===== config.mk =====
export PLATFORM = sky130hd
export DESIGN_NAME = pipelined_adder
export DESIGN_NICKNAME = d
export VERILOG_FILES = /design/src/rtl/adder_pkg.sv /design/src/rtl/rca_chunk.sv /design/src/rtl/pipelined_adder.sv
export SDC_FILE = /design/constraint.sdc
export NUM_CORES = 1
export LEC_CHECK = 0
export CORE_MARGIN = 2
export CORE_UTILIZATION = 25
export CTS_BUF_LIST = sky130_fd_sc_hd__clkbuf_8 sky130_fd_sc_hd__clkbuf_16
export DETAILED_ROUTE_END_ITERATION = 12
export PLACE_DENSITY = 0.38
export REMOVE_ABC_BUFFERS = 1
export SLEW_MARGIN = 20
export SYNTH_ARGS = -nofsm -noshare
export SYNTH_HDL_FRONTEND = slang
export SYNTH_SLANG_ARGS = --single-unit

===== constraint.sdc =====
create_clock -name clk -period 4.7 [get_ports clk]
set_input_delay 1.41 -clock clk [delete_from_list [all_inputs] [get_ports clk]]
set_output_delay 1.41 -clock clk [all_outputs]
set_load 0.01 [all_outputs]

===== src/rtl/adder_pkg.sv =====
// adder_pkg: shared types and elaboration checks for pipelined_adder.
package adder_pkg;
   localparam int MAX_W = 64;
   typedef struct packed {
      logic             valid;
      logic             sub;
      logic             c;
      logic             cm;
      logic [MAX_W-1:0] s;
      logic [MAX_W-1:0] a;
      logic [MAX_W-1:0] b;
   } rank_t;
   function automatic bit width_ok(int w, int st);
      return st > 0 && w > 0 && w <= MAX_W && w % st == 0;
   endfunction
endpackage


===== src/rtl/rca_chunk.sv =====
// rca_chunk: combinational N-bit ripple-carry adder of full-adder cells.
module rca_chunk #(
   parameter int N = 8
) (
   input  logic [N-1:0] x,
   input  logic [N-1:0] y,
   input  logic         ci,
   output logic [N-1:0] s,
   output logic         co,
   output logic         cm
);
   logic [N:0] c;
   assign c[0] = ci;
   for (genvar i = 0; i < N; i++) begin : g_fa
      assign s[i]   = x[i] ^ y[i] ^ c[i];
      assign c[i+1] = (x[i] & y[i]) | (c[i] & (x[i] ^ y[i]));
   end
   assign co = c[N];
   assign cm = c[N-1];
endmodule


===== src/rtl/pipelined_adder.sv =====
// pipelined_adder: STAGES-rank ripple adder/subtractor, one CHUNK per rank,
// with valid/ready flow control and per-rank bubble collapsing.
module pipelined_adder
   import adder_pkg::*;
#(
   parameter int WIDTH  = 32,
   parameter int STAGES = 4
) (
   input  logic             clk,
   input  logic             rst_n,
   input  logic             in_valid,
   output logic             in_ready,
   input  logic [WIDTH-1:0] a,
   input  logic [WIDTH-1:0] b,
   input  logic             cin,
   input  logic             sub,
   output logic             out_valid,
   input  logic             out_ready,
   output logic [WIDTH-1:0] sum,
   output logic             cout,
   output logic             ovf
);
   localparam int CHUNK = WIDTH / STAGES;
   localparam int L = STAGES - 1;
   if (!width_ok(WIDTH, STAGES)) begin : g_bad_cfg
      $error("pipelined_adder: WIDTH must be a multiple of STAGES and <= MAX_W");
   end
   rank_t head;
   rank_t src [STAGES];
   rank_t r [STAGES];
   logic [STAGES:0] rdy;
   always_comb begin
      head       = '0;
      head.valid = in_valid;
      head.sub   = sub;
      head.c     = sub ? ~cin : cin;
      head.a     = MAX_W'(a);
      head.b     = MAX_W'(sub ? ~b : b);
   end
   assign rdy[STAGES] = out_ready;
   assign in_ready    = rst_n & rdy[0];
   for (genvar k = 0; k < STAGES; k++) begin : g_rank
      logic [CHUNK-1:0] cs;
      logic co, cm;
      rank_t n, q;
      if (k == 0) begin : g_head
         assign src[k] = head;
      end else begin : g_link
         assign src[k] = r[k-1];
      end
      rca_chunk #(.N(CHUNK)) u_rca (
         .x (src[k].a[k*CHUNK +: CHUNK]),
         .y (src[k].b[k*CHUNK +: CHUNK]),
         .ci(src[k].c),
         .s (cs),
         .co(co),
         .cm(cm)
      );
      always_comb begin
         n                      = src[k];
         n.s[k*CHUNK +: CHUNK]  = cs;
         n.c                    = co;
         n.cm                   = cm;
      end
      // A rank that cannot pass its beat on keeps everything it holds.
      always_ff @(posedge clk or negedge rst_n) begin
         if (!rst_n) q <= '0;
         else if (rdy[k]) q <= n;
      end
      assign r[k]   = q;
      assign rdy[k] = !q.valid || rdy[k+1];
   end
   assign out_valid = r[L].valid;
   assign sum       = r[L].s[WIDTH-1:0];
   assign cout      = r[L].c;
   assign ovf       = r[L].cm ^ r[L].c;
endmodule


Word-level counts from Yosys, hierarchy flattened --
Index checks and enable logic that the tools add are counted.
Operators by class: multiplexer cells 2, bitwise gates (word level) 164, reduce and logical (&&, ||, !) cells 8
Operators with widths (count):
- 1-bit AND | 65
- 1-bit XOR | 65
- 32-bit two-way mux | 1
- 32-bit inverter | 1
- 1-bit bitwise OR | 32
- 1-bit logical NOT | 4
- 1-bit logical OR | 4
- 1-bit two-way mux | 1
- 1-bit inverter | 1
Storage, ports and cells: word-level logic and storage cells 193, bits of input ports 70, output and inout bits 36, bits in registers 281

Logic depth before layout (Yosys ltp) --
Gate-level depths: netlist (run 1).
word-level depth 19, mapped depth 14, depth with buffers taken out 14

Cells and area by module --
From an unflattened synthesis (run 1), not the netlist that was laid out.
Second synthesis, totals: cells, all modules 567, area, all modules 8420.6 um^2
By module, submodules not included:
- pipelined_adder | area each 7629.8 um^2, times used 1, sequential area each 4629.4 um^2, cells an instance 495
- rca_chunk | area each 197.7 um^2, times used 4, sequential area each 0.0 um^2, cells an instance 18

Worst setup path before layout (run 1) --
No wires, ideal clock.
kind input -> register, from input sub, to register g_rank[0].q[135] in the netlist's numbering, library setup time 0.125 ns, buffers on the path 2, arrival time 5.220 ns, setup slack -0.645 ns, required time 4.575 ns, cell stages on the path 14, cell sequence buf_2 buf_2 xor2_1 fa_1 fa_1 inv_1 fa_1 fa_1 fa_1 fa_1 fa_1 inv_1 fa_1 mux2_2
Between the ends: cells in the longest elaborated chain, start to end 17, elaborated cells on any way between the ends 32, those cells by class mux (2); bitwise (30)
Ends and longest elaborated chain:
- start, declared | RTL line pipelined_adder.sv:16 | input logic sub,
- 32-bit two-way mux | RTL line pipelined_adder.sv:38 | head.b = MAX_W'(sub ? ~b : b);
- 1-bit XOR | RTL line rca_chunk.sv:16 | assign c[i+1] = (x[i] & y[i]) | (c[i] & (x[i] ^ y[i]));
- 1-bit AND | RTL line rca_chunk.sv:16
- 1-bit bitwise OR | RTL line rca_chunk.sv:16
- 1-bit AND | RTL line rca_chunk.sv:16
- 1-bit bitwise OR | RTL line rca_chunk.sv:16
- 1-bit AND | RTL line rca_chunk.sv:16
- 1-bit bitwise OR | RTL line rca_chunk.sv:16
- [2 not listed]
- 1-bit AND | RTL line rca_chunk.sv:16
- 1-bit bitwise OR | RTL line rca_chunk.sv:16
- 1-bit AND | RTL line rca_chunk.sv:16
- 1-bit bitwise OR | RTL line rca_chunk.sv:16
- 1-bit AND | RTL line rca_chunk.sv:16
- 1-bit bitwise OR | RTL line rca_chunk.sv:16
- 1-bit XOR * | RTL line rca_chunk.sv:15 | assign s[i] = x[i] ^ y[i] ^ c[i];
- net g_rank[0].cs[7] | RTL line pipelined_adder.sv:43 | logic [CHUNK-1:0] cs;
- end signal, assigned | RTL line pipelined_adder.sv:68 | else if (rdy[k]) q <= n;
- end, declared | RTL line pipelined_adder.sv:45 | rank_t n, q;
Mark *: on every way through the listed nets, which the timed path passes. The rest lies on a longest branch. A chain may end at the register's enable or synchronous reset.

Final worst setup path (run 1) --
from input out_ready, to output in_ready
Between the ends: cells in the longest elaborated chain, start to end 5
Ends and longest elaborated chain:
- start, declared | RTL line pipelined_adder.sv:18 | input logic out_ready,
- 1-bit logical OR (4 in series) | RTL line pipelined_adder.sv:71 | assign rdy[k] = !q.valid || rdy[k+1];
- 1-bit AND | RTL line pipelined_adder.sv:41 | assign in_ready = rst_n & rdy[0];
- end, declared | RTL line pipelined_adder.sv:12 | output logic in_ready,
No other way between the ends.

==> reports/qor_table.md, run 1 <==
| Step | Item | This run |
|---|---|---|
| yosys | Sequential area share after synthesis | 0.567 |
| timing | Final hold violations | 0 |
| clock tree | Skew-Pair Late Insertion Delay | 430 ps |
| power and ir drop | Internal power summed over all cells | 3.54 mW |
| yosys | Largest cells by area after synthesis | dfrtp_1, mux2_2, fa_1 |
| timing | Number of failing setup endpoints in the final timing report | 0 |
| place | Routability congestion estimate from global placement | 0.657 |
| power and ir drop | Part of the total power dissipated in sequential elements | 0.463 |
| yosys | Seq cells post-synth | 185 |
| floorplan | Die outline width | 185 microns |
| timing | Setup repair after global routing missed its margin | no |
| yosys | Total of warnings raised by yosys | 0 |
| layout | Antenna diode instance count | 0 |
| yosys | Commonest cells post-synth | dfrtp_1, mux2_2, nand2_1 |
| clock tree | Post-CTS clock slew at the launch and capture registers of the worst setup and hold paths | 60 ps |
| yosys | Most frequently used flop master after synthesis | dfrtp_1 |
| yosys | Mean Syn Cell Area | 13.2 sq um |
| timing | Final setup slack of the worst path | 205 ps |
| run | Maxcap violations | 0 |
| layout | P&R area growth vs syn | 23.4% |
| critical path | Worst Setup Path Type | in2out |
| clock tree | Max Root-Sink Buffers | 2 |
| grt | Number of global-route vias before repair | 5,107 |
| route | Routed vias/inst | 3.93 |
| timing | Slew at the pin closest to its max-slew limit | 996 ps |
| run status | Status | completed |
| yosys | Synth area leader | dfrtp_1 |
| floorplan | CORE AREA | 32,400 sq um |
| place | Hpwl dp | 11.1 mm |
| timing | Max-slew headroom | 0.336 |
| yosys | Number of enable flip-flop cells after synthesis | 0 |
| layout | Number of nets in the finished design | 793 |
| critical path | Worst-path maximum fanout | 4 |
| power and ir drop | Pwr/cell area | 499 nW/um^2 |
| critical path | Critical path launch point type | input pin |
| clock tree | Count of buffers added by post-CTS timing repair for setup | 0 |
| grt | Overflow left after global routing | 0 |
| power and ir drop | Fraction of power spent switching nets | 0.296 |
| timing | Final clock period utilization by the worst path | 0.956 |
| floorplan | I/O pin count | 106 |
| power and ir drop | Part of the power in combinational logic | 0.255 |
| floorplan | Overall die height | 185 microns |
| critical path | Worst setup EP type | output port |
| clock tree | TritonCTS clock tree | yes |
| place | DP Worst Slack | -940 ps |
| yosys | Post-synth ARST share | 1.00 |
| power and ir drop | Max IR drop VDD | 0.238 mV |
| yosys | Distinct cell type count of the synthesized netlist | 23 |
| floorplan | Placement row count | 66 |
| layout | Share of the core filled with cells | 0.311 |
| route | Final routed wirelength across all metal layers | 17.1 mm |
| timing | Min Clock Period, post-route | 4490 ps |
| timing | Final hold slack | 471 ps |
| timing | Worst Skew | 12.5 ps |
| yosys | Library cell with the highest instance count after synthesis | dfrtp_1 |
| route | Routed wirelength normalized by instance count | 14.9 microns |
| yosys | Total standard cell area after synthesis | 8160 sq um |
| clock tree | Clk Tree Root Cell | clkbuf_16 |
| clock tree | TritonCTS Buffers | 17 |
| timing | Pins Over Slew Limit | 0 |
| layout | Layout fillers | 3,311 |
| power and ir drop | Static Leakage | 4.34 nW |
| clock tree | Hold-fix buffers at CTS | 0 |
| grt | Maximum number of pins on one net before global-route repair | 77 |
| clock tree | # clock sinks | 185 |
| critical path | Worst path arrival time | 3080 ps |
| floorplan | Initial Util | 0.252 |
| grt | Tot GR Track Use | 0.108 |
| place | Port bufs | 105 |
| grt | Number of antenna violations at the first check in global routing | 1 |
| critical path | Data required time of the worst path | 3290 ps |
| timing | Setup total negative slack | 0 ps |
| route | First-pass detailed-route iteration total | 4 |
| yosys | Yosys top cell area share | 0.567 |
| critical path | Setup slack, reg-to-reg | 900 ps |
| min path | Worst hold-check path type | reg2reg |
| yosys | Synthesized netlist cell count | 616 |
| grt | Wire length of the first global-routing pass | 27.8 mm |
| timing | Maximum clock frequency | 222 MHz |
| route | First-iteration detailed-routing DRC count | 167 |
| power and ir drop | Power spent charging and discharging nets | 1.49 mW |
| route | DRC violations left | 0 |
| floorplan | Die area | 34,100 sq um |
| power and ir drop | Clock network power share | 0.282 |
| layout | Ratio of cells with drive above 1 in the final layout | 0.265 |
| route | Number of nets with antenna violations after routing | 0 |
| route | Vias | 4,498 |
| clock tree | # H-tree levels | 4 |
cells by family after synthesis:
kind of cell               count (synthesis)  share of synthesized area
buffers and inverters                     94                     0.0636
and+or+nand+nor                          121                     0.0613
AOI/OAI and AO/OA                         17                     0.0104
xor gates and xnor gates                  34                     0.0365
adders and majority gates                 32                     0.0785
muxes                                    133                      0.182
DFF                                      185                      0.567
worst paths after layout:
check | end | cells after the start | start
worst max register to register | g_rank[2].q[151] | 12 | g_rank[1].q[16]
worst max-delay path | in_ready | 5 | out_ready
max in group asynchronous | g_rank[1].q[21] | 3 | rst_n
worst min register to register | sum[0] | 2 | sum[0]
worst min-delay path | sum[0] | 2 | sum[0]
min in group asynchronous | g_rank[0].q[132] | 2 | rst_n
layout by cell type (no fill, tap or decap), types with 2 or more instances in the layout:
| cell type | n |
|---|---|
| dfrtp_1 | 185 |
| mux2_2 | 124 |
| nand2_1 | 102 |
| clkdlybuf4s50_1 | 99 |
| inv_1 | 33 |
| xor2_1 | 25 |
| fa_1 | 25 |
| clkbuf_16 | 17 |
| buf_4 | 11 |
| nor2_1 | 9 |
| a21oi_1 | 9 |
| o21ai_0 | 8 |
| xnor2_1 | 7 |
| mux2i_1 | 7 |
| fa_2 | 7 |
| inv_8 | 4 |
| nand2b_1 | 3 |
| inv_6 | 3 |
| clkinvlp_4 | 3 |
| inv_2 | 2 |
| dlygate4sd2_1 | 2 |
layer usage:
layer,GRT usage,vias to the layer above,share of wire
met1,0.142,2319,0.46
met2,0.178,79,0.49
li1,-,2088,-
met3,0.0235,12,0.040
met5,0,-,0
met4,0.0314,0,0.0099
repair_timing:
| action | in CTS | in global routing |
|---|---|---|
| pin swaps | 10 | 7 |
| gates resized for setup | 21 | 3 |
| endpoints found under the hold margin | 0 | 0 |
| setup endpoints to repair | 2 | 1 |
state kept, by name, indices dropped and copies added, names as in the netlist:
name and count:
g_rank.q 151, cout 1, out_valid 1, sum 32
per-stage QoR:
stage | cell area, sq um | std cells | total power [mW]
3_5_place_dp | 9470 | 1114 | 3.69
4_1_cts | 10100 | 1145 | 5.15
2_1_floorplan | 7770 | 556 | 3.03
5_1_grt | 10100 | 1145 | 5.40
6_report | 10100 | 1145 | 5.03
3_3_place_gp | 9470 | 1114 | 3.64
final cells by class:
cell class / count / area [sq um] / share of cell area
multi-input cells: 337 / 3070 / 0.305
clock inverters: 14 / 141 / 0.0140
flip-flops and latches: 185 / 4630 / 0.460
clock buffers: 17 / 425 / 0.0422
inverters: 34 / 128 / 0.0127
repair buffers: 116 / 1130 / 0.112
well taps: 442 / 553 / 0.0549
power groups by stage:
stage | combinational, mW | sequential [mW] | clock (mW)
global route | 1.45 | 2.41 | 1.55
floorplan | 0.685 | 2.35 | 0
global placement | 1.28 | 2.36 | 0
finish | 1.28 | 2.33 | 1.42
CTS | 1.33 | 2.34 | 1.48
detailed placement | 1.31 | 2.37 | 0
critical path, stage by stage:
cell	delay [ps]
clkdlybuf4s50_1	560
nand3b_4	180
nor2_4	40
nor2b_1	280
clkdlybuf4s50_1	610
Note: power is estimated with default switching activity, not from simulation.
==> run 2, diff against run 1 <==
--- a/config.mk
+++ b/config.mk
@@ -14,4 +14,5 @@
 export SLEW_MARGIN = 20
 export SYNTH_ARGS = -nofsm -noshare
 export SYNTH_HDL_FRONTEND = slang
+export SYNTH_HIERARCHICAL = 1
 export SYNTH_SLANG_ARGS = --single-unit
==> reports/qor_table.md, run 2 <==
| Step | Item | This run | Delta |
|---|---|---|---|
| yosys | Total of warnings raised by yosys | 6 | +6 |
| timing | Maximum clock frequency | 220 MHz | -1.0% |
| yosys | Commonest cells post-synth | dfrtp_1, mux2_2, mux2_4 |  |
| route | Number of nets with antenna violations after routing | 0 | unchanged |
| power and ir drop | Pwr/cell area | 515 nW/um^2 | +3.2% |
| timing | Max-slew headroom | 0.405 | +0.0692 |
| route | Vias | 4,332 | -3.7% |
| route | Final routed wirelength across all metal layers | 17.7 mm | +3.9% |
| floorplan | Initial Util | 0.252 | +0.000255 |
| timing | Min Clock Period, post-route | 4540 ps | +46.2 ps |
| floorplan | Overall die height | 188 microns | +1.5% |
| layout | Ratio of cells with drive above 1 in the final layout | 0.311 | +0.0463 |
| clock tree | TritonCTS clock tree | yes |  |
| layout | P&R area growth vs syn | 22.6% |  |
| critical path | Worst-path maximum fanout | 1 | -3 |
| yosys | Distinct cell type count of the synthesized netlist | 22 | -4.3% |
| yosys | Synthesized netlist cell count | 567 | -8.0% |
| floorplan | I/O pin count | 106 | unchanged |
| timing | Final hold slack | 485 ps | +13.9 ps |
| timing | Final hold violations | 0 | unchanged |
| floorplan | Placement row count | 67 | +1.5% |
| layout | Largest register FFs | 151 | unchanged |
| floorplan | Die outline width | 188 microns | +1.5% |
| run status | Status | completed |  |
| timing | Setup repair after global routing missed its margin | no |  |
| grt | Number of antenna violations at the first check in global routing | 1 | unchanged |
| route | DRC violations left | 0 | unchanged |
| yosys | Library cell with the highest instance count after synthesis | dfrtp_1 |  |
| place | DP Worst Slack | -735 ps | +205 ps |
| clock tree | # H-tree levels | 4 | unchanged |
| power and ir drop | Max IR drop VDD | 0.259 mV | +8.8% |
| run | Maxcap violations | 0 | unchanged |
| timing | Number of failing setup endpoints in the final timing report | 0 | unchanged |
| grt | Maximum number of pins on one net before global-route repair | 140 | +82% |
| yosys | Sequential area share after synthesis | 0.550 | -0.0174 |
| layout | Number of nets in the finished design | 743 | -6.3% |
| timing | Final clock period utilization by the worst path | 0.966 | +0.00984 |
| yosys | Number of enable flip-flop cells after synthesis | 0 | unchanged |
| place | Routability congestion estimate from global placement | 0.655 | -0.23% |
| floorplan | Die area | 35,200 sq um | +3.1% |
| yosys | Seq cells post-synth | 185 | unchanged |
| yosys | Largest cells by area after synthesis | dfrtp_1, mux2_2, mux2_4 |  |
| place | Port bufs | 105 | unchanged |
| timing | Slew at the pin closest to its max-slew limit | 892 ps | -104 ps |
| yosys | Mean Syn Cell Area | 14.9 sq um | +12% |
| clock tree | Skew-Pair Late Insertion Delay | 440 ps | about the same |
| clock tree | Post-CTS clock slew at the launch and capture registers of the worst setup and hold paths | 70 ps | about the same |
| yosys | Total standard cell area after synthesis | 8420 sq um | +3.2% |
| timing | Setup total negative slack | 0 ps | unchanged |
| min path | Worst hold-check path type | reg2reg |  |
| clock tree | Max Root-Sink Buffers | 2 | unchanged |
| critical path | Worst path arrival time | 4870 ps | +1790 ps |
| timing | Final setup slack of the worst path | 159 ps | -46.2 ps |
| yosys | Post-synth ARST share | 1.00 | unchanged |
| grt | Wire length of the first global-routing pass | 28.7 mm | +3.0% |
| route | Routed wirelength normalized by instance count | 16.1 microns | +8.0% |
| yosys | Most frequently used flop master after synthesis | dfrtp_1 |  |
| critical path | Worst setup EP type | flip-flop |  |
| layout | Post-route cell area | 10,300 sq um | +2.5% |
| power and ir drop | Static Leakage | 4.38 nW | +0.91% |
| clock tree | # clock sinks | 185 | unchanged |
| place | Hpwl dp | 10.9 mm | -1.7% |
| power and ir drop | Overall power | 5.32 mW | +5.8% |
| yosys | Yosys top cell area share | 0.550 | -0.0174 |
| route | First-iteration detailed-routing DRC count | 150 | -10% |
| yosys | Synth area leader | dfrtp_1 |  |
| clock tree | Hold-fix buffers at CTS | 0 | unchanged |
| grt | Overflow left after global routing | 0 | unchanged |
| floorplan | CORE AREA | 33,400 sq um | +3.1% |
| layout | Antenna diode instance count | 0 | unchanged |
| layout | Commonest cells after routing, fill and taps aside | dfrtp_1, clkdlybuf4s50_1, mux2_2 |  |
| route | Routed vias/inst | 3.93 | +0.16% |
| clock tree | Clk Tree Root Cell | clkbuf_16 |  |
| layout | Largest reg by FF count | g_rank.q |  |
| critical path | Data required time of the worst path | 5030 ps | +1740 ps |
| place | Standard cell area after detailed placement | 9710 sq um | +2.6% |
| critical path | Critical path launch point type | input pin |  |
| route | First-pass detailed-route iteration total | 4 | unchanged |
| clock tree | TritonCTS Buffers | 17 | unchanged |
| timing | Pins Over Slew Limit | 0 | unchanged |
| timing | Worst Skew | 9.12 ps | -3.39 ps |
| critical path | Worst Setup Path Type | in2reg |  |
| layout | Most frequent standard cell in the layout excluding fill and tap cells | dfrtp_1 |  |
| grt | Number of global-route vias before repair | 4,965 | -2.8% |
| grt | Tot GR Track Use | 0.108 | +0.000469 |
-- run 2: cell count changes after synthesis, sizes merged, moves of 3 or more --
cell / change
nor2: -10
o21ai: +16
buf: +3
a21oi: -9
xor2: -17
inv: +6
nand2: -100
xnor2: +17
nand3: +24
mux2: +31
mux2i: -7
-- run 2: final timing paths --
| path | start | endpoint | slack (ps) | cells past startpoint |
|---|---|---|---|---|
| worst max-delay path | b[0] | g_rank[0].q[135] | 160 | 15 |
| worst min-delay path | g_rank[1].q[195] | g_rank[2].q[195] | 480 | 1 |
| worst max register to register | g_rank[1].q[16] | g_rank[2].q[151] | 830 | 13 |
| worst min register to register | g_rank[1].q[195] | g_rank[2].q[195] | 480 | 1 |
| max in group asynchronous | rst_n | g_rank[2].q[28] | 2270 | 3 |
| min in group asynchronous | rst_n | g_rank[2].q[91] | 1140 | 2 |
-- run 2: logic make-up after synthesis --
logic type                 synth area share
adders and majority gates            0.0761
and+or+nand+nor                      0.0227
buffers and inverters                0.0695
AOI/OAI and AO/OA                    0.0143
xor gates and xnor gates             0.0354
DFF                                   0.550
muxes                                 0.232
-- run 2: timing repair --
action,4_1_cts,5_1_grt
setup buffers,0,0
setup endpoints to repair,2,1
resized for setup,10,2
pin swaps,6,5
-- run 2: critical path, cell delays in order --
cell and delay [ps]:
dlygate4sd2_1 240, xor2_1 170, fa_2 360, inv_2 60, fa_2 170, inv_1 50
fa_2 360, fa_2 380, fa_2 370, fa_2 340, inv_2 60, fa_2 170
inv_1 50, fa_1 420, mux2_2 260
-- run 2: layout make-up --
| type | instances | area (sq um) |
|---|---|---|
| Clock buffer | 18 | 439 |
| Clock inverter | 13 | 148 |
| Fill cell | 3376 | 23000 |
| Inverter | 40 | 150 |
| Multi-Input combinational cell | 281 | 3240 |
| Sequential cell | 185 | 4630 |
| Tap cell | 448 | 561 |
| Timing Repair Buffer | 116 | 1160 |
-- run 2: per-stage QoR --
stage                     std cells   util
after global placement         1070  0.291
after global routing           1101  0.310
after CTS                      1101  0.309
after floorplan                 506      -
final                          1101  0.310
after detailed placement       1070  0.291
-- run 2: power breakdown --
part	total, mW	internal, mW	switching, mW	leakage, nW
combinational	1.48	0.925	0.551	1.94
sequential	2.38	2.09	0.287	2.16
clock	1.46	0.801	0.662	0.280
-- run 2: metal layers --
metal / track usage / vias up / share of wire
met5: 0 / - / 0.00039
met2: 0.180 / 69 / 0.50
li1: - / 1989 / -
met3: 0.0298 / 12 / 0.039
met4: 0.0327 / 2 / 0.011
met1: 0.136 / 2260 / 0.45
==> run 3, diff against run 2 <==
--- a/config.mk
+++ b/config.mk
@@ -5,11 +5,13 @@
 export SDC_FILE = /design/constraint.sdc
 export NUM_CORES = 1
 export LEC_CHECK = 0
+export CORE_ASPECT_RATIO = 0.5
 export CORE_MARGIN = 2
 export CORE_UTILIZATION = 25
 export CTS_BUF_LIST = sky130_fd_sc_hd__clkbuf_8 sky130_fd_sc_hd__clkbuf_16
 export DETAILED_ROUTE_END_ITERATION = 12
-export PLACE_DENSITY = 0.38
+export DONT_BUFFER_PORTS = 1
+export PLACE_DENSITY = 0.34
 export REMOVE_ABC_BUFFERS = 1
 export SLEW_MARGIN = 20
 export SYNTH_ARGS = -nofsm -noshare
==> reports/qor_table.md, run 3 (same netlist as run 2, synthesis figures left out) <==
| Step | Item | This run | Delta |
|---|---|---|---|
| place | Standard cell area after detailed placement | 8600 sq um | -11% |
| power and ir drop | Static Leakage | 3.94 nW | -10% |
| route | Number of nets with antenna violations after routing | 0 | unchanged |
| power and ir drop | Max IR drop VDD | 0.187 mV | -28% |
| run | Maxcap violations | 0 | unchanged |
| layout | Area of the multi-input gates | 3220 sq um | -0.77% |
| layout | Ratio of cells with drive above 1 in the final layout | 0.342 | +0.0310 |
| critical path | Worst setup EP type | flip-flop |  |
| floorplan | CORE AREA | 33,100 sq um | -0.77% |
| clock tree | TritonCTS clock tree | yes |  |
| route | DRC violations left | 0 | unchanged |
| critical path | Worst Setup Path Type | in2reg |  |
| floorplan | Initial Util | 0.254 | +0.00196 |
| clock tree | Post-CTS clock slew at the launch and capture registers of the worst setup and hold paths | 70 ps | about the same |
| clock tree | Max Root-Sink Buffers | 2 | unchanged |
| clock tree | Skew-Pair Late Insertion Delay | 440 ps | about the same |
| timing | Final hold slack | 490 ps | +5.69 ps |
| clock tree | Number of gates given a new drive strength after cts | 0 | -10 |
| layout | Layout fillers | 3,345 | -0.92% |
| route | Vias | 3,929 | -9.3% |
| timing | Slew at the pin closest to its max-slew limit | 742 ps | -150 ps |
| critical path | Ordered list of cells on the worst path | xor2_1 -> fa_1 -> inv_1 -> fa_1 -> inv_1 -> fa_1 -> fa_1 -> fa_1 -> fa_1 -> inv_1 -> fa_1 -> inv_1 -> fa_1 -> mux2_2 |  |
| layout | Commonest cells after routing, fill and taps aside | dfrtp_1, mux2_2, mux2_4 |  |
| critical path | Data required time of the worst path | 5020 ps | about the same |
| grt | Number of antenna violations at the first check in global routing | 1 | unchanged |
| clock tree | # clock sinks | 185 | unchanged |
| timing | Setup repair after global routing missed its margin | no |  |
| critical path | Worst path arrival time | 4850 ps | -20 ps |
| critical path | Critical path launch point type | input pin |  |
| clock tree | Clk Tree Root Cell | clkbuf_16 |  |
| clock tree | # H-tree levels | 4 | unchanged |
| grt | Number of global-route vias before repair | 4,472 | -9.9% |
| layout | Sequential cell area in the final layout | 4630 sq um | unchanged |
| layout | Post-route cell area | 9170 sq um | -11% |
| route | First-iteration detailed-routing DRC count | 205 | +37% |
| grt | Tot GR Track Use | 0.107 | -0.00151 |
| timing | Final clock period utilization by the worst path | 0.965 | -0.00144 |
| layout | Share of the core filled with cells | 0.277 | -0.0326 |
| timing | Worst Skew | 7.75 ps | -1.37 ps |
| floorplan | Overall die height | 134 microns | -29% |
| place | Port bufs | 0 | -100% |
| timing | Max-slew headroom | 0.505 | +0.0998 |
| critical path | Largest stage delay, worst path | 420 ps | about the same |
| timing | Min Clock Period, post-route | 4530 ps | -6.77 ps |
| route | First-pass detailed-route iteration total | 4 | unchanged |
| place | Routability congestion estimate from global placement | 0.689 | +5.3% |
| power and ir drop | Overall power | 4.87 mW | -8.5% |
| place | Number of cells in the design after placement | 954 | -11% |
| grt | Overflow left after global routing | 0 | unchanged |
| grt | Maximum number of pins on one net before global-route repair | 187 | +34% |
| grt | Wire length of the first global-routing pass | 27.7 mm | -3.4% |
| min path | Worst hold-check path type | reg2reg |  |
| layout | Antenna diode instance count | 0 | unchanged |
| critical path | Library cell appearing most often on the critical path | fa_1 |  |
| clock tree | TritonCTS Buffers | 17 | unchanged |
| floorplan | Die area | 35,300 sq um | +0.26% |
| timing | Maximum clock frequency | 221 MHz | +0.15% |
| run status | Status | completed |  |
| timing | Number of failing setup endpoints in the final timing report | 0 | unchanged |
| clock tree | Hold-fix buffers at CTS | 0 | unchanged |
| route | Routed vias/inst | 3.99 | +1.4% |
| layout | Non-filler instance count after layout | 985 | -11% |
| route | Final routed wirelength across all metal layers | 17.4 mm | -1.7% |
| timing | Final hold violations | 0 | unchanged |
| critical path | Worst-path maximum fanout | 33 | +32 |
| route | Routed wirelength normalized by instance count | 17.7 microns | +9.8% |
| layout | Number of nets in the finished design | 634 | -15% |
| layout | P&R area growth vs syn | 8.89% |  |
| clock tree | Count of buffers added by post-CTS timing repair for setup | 0 | unchanged |
| critical path | Slowest cell on crit path | fa_1 |  |
| layout | Largest reg by FF count | g_rank.q |  |
| floorplan | Die outline width | 264 microns | +41% |
| timing | Pins Over Slew Limit | 0 | unchanged |
| layout | Most frequent standard cell in the layout excluding fill and tap cells | dfrtp_1 |  |
| floorplan | I/O pin count | 106 | unchanged |
| place | Hpwl dp | 10.2 mm | -6.3% |
| floorplan | Placement row count | 47 | -30% |
| layout | Largest register FFs | 151 | unchanged |
| power and ir drop | Pwr/cell area | 531 nW/um^2 | +3.1% |
==> run 3: changes by cell type in the layout (fill, tap and decap cells not counted), moves of 3 or more <==
| cell | delta |
|---|---|
| clkdlybuf4s50_1 | -101 |
| fa_1 | +7 |
| fa_2 | -7 |
| clkinv_2 | +4 |
| clkinv_4 | -4 |
| clkbuf_8 | +3 |
| inv_1 | +3 |
==> run 3: power breakdown <==
group / switching [mW] / total (mW) / internal [mW] / leakage [nW]
clock: 0.617 / 1.41 / 0.792 / 0.290
combinational: 0.367 / 0.983 / 0.615 / 1.50
sequential: 0.384 / 2.48 / 2.09 / 2.16
total: 1.37 / 4.87 / 3.50 / 3.94
==> run 3: worst paths after layout <==
check	startpoint	endpoint	slack (ps)	depth (start not counted)
hold reg to reg	g_rank[1].q[195]	g_rank[2].q[195]	490	1
max in group asynchronous	rst_n	g_rank[2].q[90]	3620	0
min in group asynchronous	rst_n	sum[14]	660	0
setup / recovery	sub	g_rank[0].q[135]	170	14
hold / removal	g_rank[1].q[195]	g_rank[2].q[195]	490	1
setup reg to reg	g_rank[1].q[16]	g_rank[2].q[151]	770	13
==> run 3: routing by layer <==
metal  vias up  track usage  routed length, microns
met3        15       0.0318                     578
met1      2099        0.134                    7780
met4         2       0.0410                     200
met5         -            0                      11
met2        30        0.174                    8850
li1       1783            -                       -
==> run 3: critical path, delay by kind of cell <==
kind,cells,cell delay (ps)
adder cells (fa/ha/maj),8,2740
multiplexers,1,260
buffers and inverters,4,240
XOR/XNOR,1,170
==> run 3: area by class of cell <==
cell class,count,share of cell area
Multi-Input combinational cell,281,0.351
Sequential cell,185,0.505
Tap cell,441,0.0602
Clock inverter,9,0.00805
Inverter,40,0.0164
Clock buffer,22,0.0539
Timing Repair Buffer,7,0.00573
==> run 3: per-stage QoR <==
stage / setup TNS (ps) / setup WS [ps]
global placement: -502 / -289
CTS: 0 / 168
detailed placement: -559 / -318
global route: 0 / 4.50
finish: 0 / 166
floorplan: -11210 / -1520
==> patch, RTL diff (settings of run 2) <==
Put a register stage on the output `ovf`, cleared by the reset. The value now appears one clock later. The other outputs are not delayed to match.
--- a/src/rtl/pipelined_adder.sv
+++ b/src/rtl/pipelined_adder.sv
@@ -75,3 +75,9 @@
    assign cout      = r[L].c;
-   assign ovf       = r[L].cm ^ r[L].c;
+   always_ff @(posedge clk or negedge rst_n) begin
+      if (!rst_n) begin
+         ovf <= '0;
+      end else begin
+         ovf <= r[L].cm ^ r[L].c;
+      end
+   end
 endmodule
Formal check against the unedited RTL: not equivalent (a bounded check fails within 10 cycles, from zero or initial values and one cycle with rst_n low).
==> patch against run 2 <==
Cell area increased by 0.70%; sequential cell count grew 1; synthesized area grew 0.64%; power decreased by 0.69%; wire length is 4.0% lower; largest power group unchanged; sequential power is essentially flat; worst setup slack got worse by 0.019 ns; maximum frequency is 0.41% lower; non-clock buffer count increased by 2.
==> patch: results (changes against run 2) <==
[worst_hold_path] Min-Delay Endpoint ovf [was g_rank[2].q[195]]
[sta] worst hold slack across all endpoints 0.466 ns [was 0.485 ns]
[global_routing] pin count of the biggest net entering global routing 185 [was 140]
[worst_hold_path] startpoint of the tightest hold check path g_rank[3].q[192] [was g_rank[1].q[195]]
[global_routing] total global routing track utilization 0.104 [was 0.108]
[setup_path] crit path max fanout 3 [was 1]
[floorplan] Horiz. Die Dim 188 um [about the same]
[cells_and_area] total area of sequential cells 4650 um2 [was 4630 um2]
[placed_design] estimated wirelength of the detail-placed design 10,800 um [was 10,900 um]
[global_routing] GR met2 Demand/Resource 0.167 [was 0.180]
[cells_and_area] ratio of cells with drive above 1 in the final layout 0.327 [was 0.311]
[power_and_ir_drop] LEAKAGE 4.46 nW [was 4.38 nW]
[setup_path] flop2flop setup slack 0.81 ns [was 0.83 ns]
[cells_and_area] share of cell area taken by flip-flops and latches 0.448 [about the same]
[drt] routed metal-1 wire length 7850 um [was 8030 um]
[drt] wire length after detailed routing 17,000 um [was 17,700 um]
[cells_and_area] multi-input combinational area share 0.315 [was 0.314]
[placed_design] worst slack after detailed placement -0.817 ns [was -0.735 ns]
[drt] top routing layer in use met4 [was met5]
[global_routing] met3 Use GR 0.0283 [was 0.0298]
[cells_and_area] # fillers 3,349 [was 3,376]
[drt] met3 wire length 645 um [was 689 um]
[drt] detailed router's first-iteration violation count 122 [was 150]
[cells_and_area] count of placed standard cells in the final layout, fillers left out 1,105 [was 1,101]
[cells_and_area] proportion of cell area spent on the clock network 0.0546 [was 0.0568]
[cells_and_area] net count of the finished layout 746 [was 743]
[setup_path] critical path arrival 4.88 ns [was 4.87 ns]
[sta] worst-margin pin slew 0.726 ns [was 0.892 ns]
[drt] routed vias 4,363 [was 4,332]
[logic_synthesis] Post-synth top cells sky130_fd_sc_hd__dfrtp_1 (186), sky130_fd_sc_hd__mux2_2 (94), sky130_fd_sc_hd__mux2_4 (58), sky130_fd_sc_hd__inv_1 (40), sky130_fd_sc_hd__buf_4 (33) [was sky130_fd_sc_hd__dfrtp_1 (185), sky130_fd_sc_hd__mux2_2 (94), sky130_fd_sc_hd__mux2_4 (50), sky130_fd_sc_hd__inv_1 (40), sky130_fd_sc_hd__buf_4 (33)]
[drt] routed length on met2 8260 um [was 8820 um]
[power_and_ir_drop] IR drop worst, VDD 0.280 mV [was 0.259 mV]
[placed_design] weighted congestion reported at the end of routability-driven placement 0.701 [was 0.655]
[cells_and_area] relative area of non-clock buffer cells in the final design 0.114 [was 0.112]
[cells_and_area] sequential cell count 186 [was 185]
[clock_tree] Clk pin slew, worst setup/hold paths 0.07 ns [about the same]
[global_routing] first-pass GRT wire length 28,000 um [was 28,700 um]
[run_status] run status finished, final reports clean [unchanged]
[sta] post-route clock skew 0.0105 ns [was 0.00912 ns]
-- patch: cell count changes in the layout (fill, tap and decap cells not counted), moves of 2 or more --
cell                             before  now
sky130_fd_sc_hd__buf_4                9   11
sky130_fd_sc_hd__dlymetal6s2s_1       1    3
sky130_fd_sc_hd__inv_6                2    4
sky130_fd_sc_hd__mux2_1              13    5
sky130_fd_sc_hd__mux2_4              50   58
-- patch: cells by family (layout without fill, tap and decap cells) --
group,count (synthesis),count (layout),synth area share
AO/OA/AOI/OAI,24,24,0.0142
XOR/XNOR,34,34,0.0351
adder cells (fa/ha/maj),32,32,0.0756
buffers and inverters,101,190,0.0690
flip-flops,186,186,0.549
multiplexers,157,157,0.234
AND/OR/NAND/NOR,34,34,0.0226
-- patch: report_power, final --
| part | internal, mW | total [mW] | switching (mW) |
|---|---|---|---|
| Sequential | 2.10 | 2.38 | 0.282 |
| Clock | 0.741 | 1.40 | 0.664 |
| Combinational | 0.934 | 1.49 | 0.556 |
-- patch: worst max-delay path by stage --
stage                         start                to  slack, ns  cells past startpoint
final                           sub  g_rank[0].q[135]       0.14                     15
after global routing            sub  g_rank[0].q[135]       0.01                     15
after CTS                      b[0]  g_rank[0].q[135]       0.02                     15
after detailed placement       b[0]  g_rank[0].q[135]      -0.82                     15
after global placement         b[0]  g_rank[0].q[135]      -0.75                     15
after floorplan           out_ready          in_ready      -1.58                      3
-- patch: worst reg2reg max path, delay by kind of cell, from the launching register on --
family                     cells  cell delay, ns
adders and majority gates      8            2.82
muxes                          1            0.27
buffers and inverters          4            0.26
DFF                            1            0.40
-- patch: repair_timing --
item                       4_1_cts  5_1_grt
resized for setup                5        9
pin swaps                        3        5
setup endpoints to repair        2        2
cloned                           0        0
hold buffers                     0        0
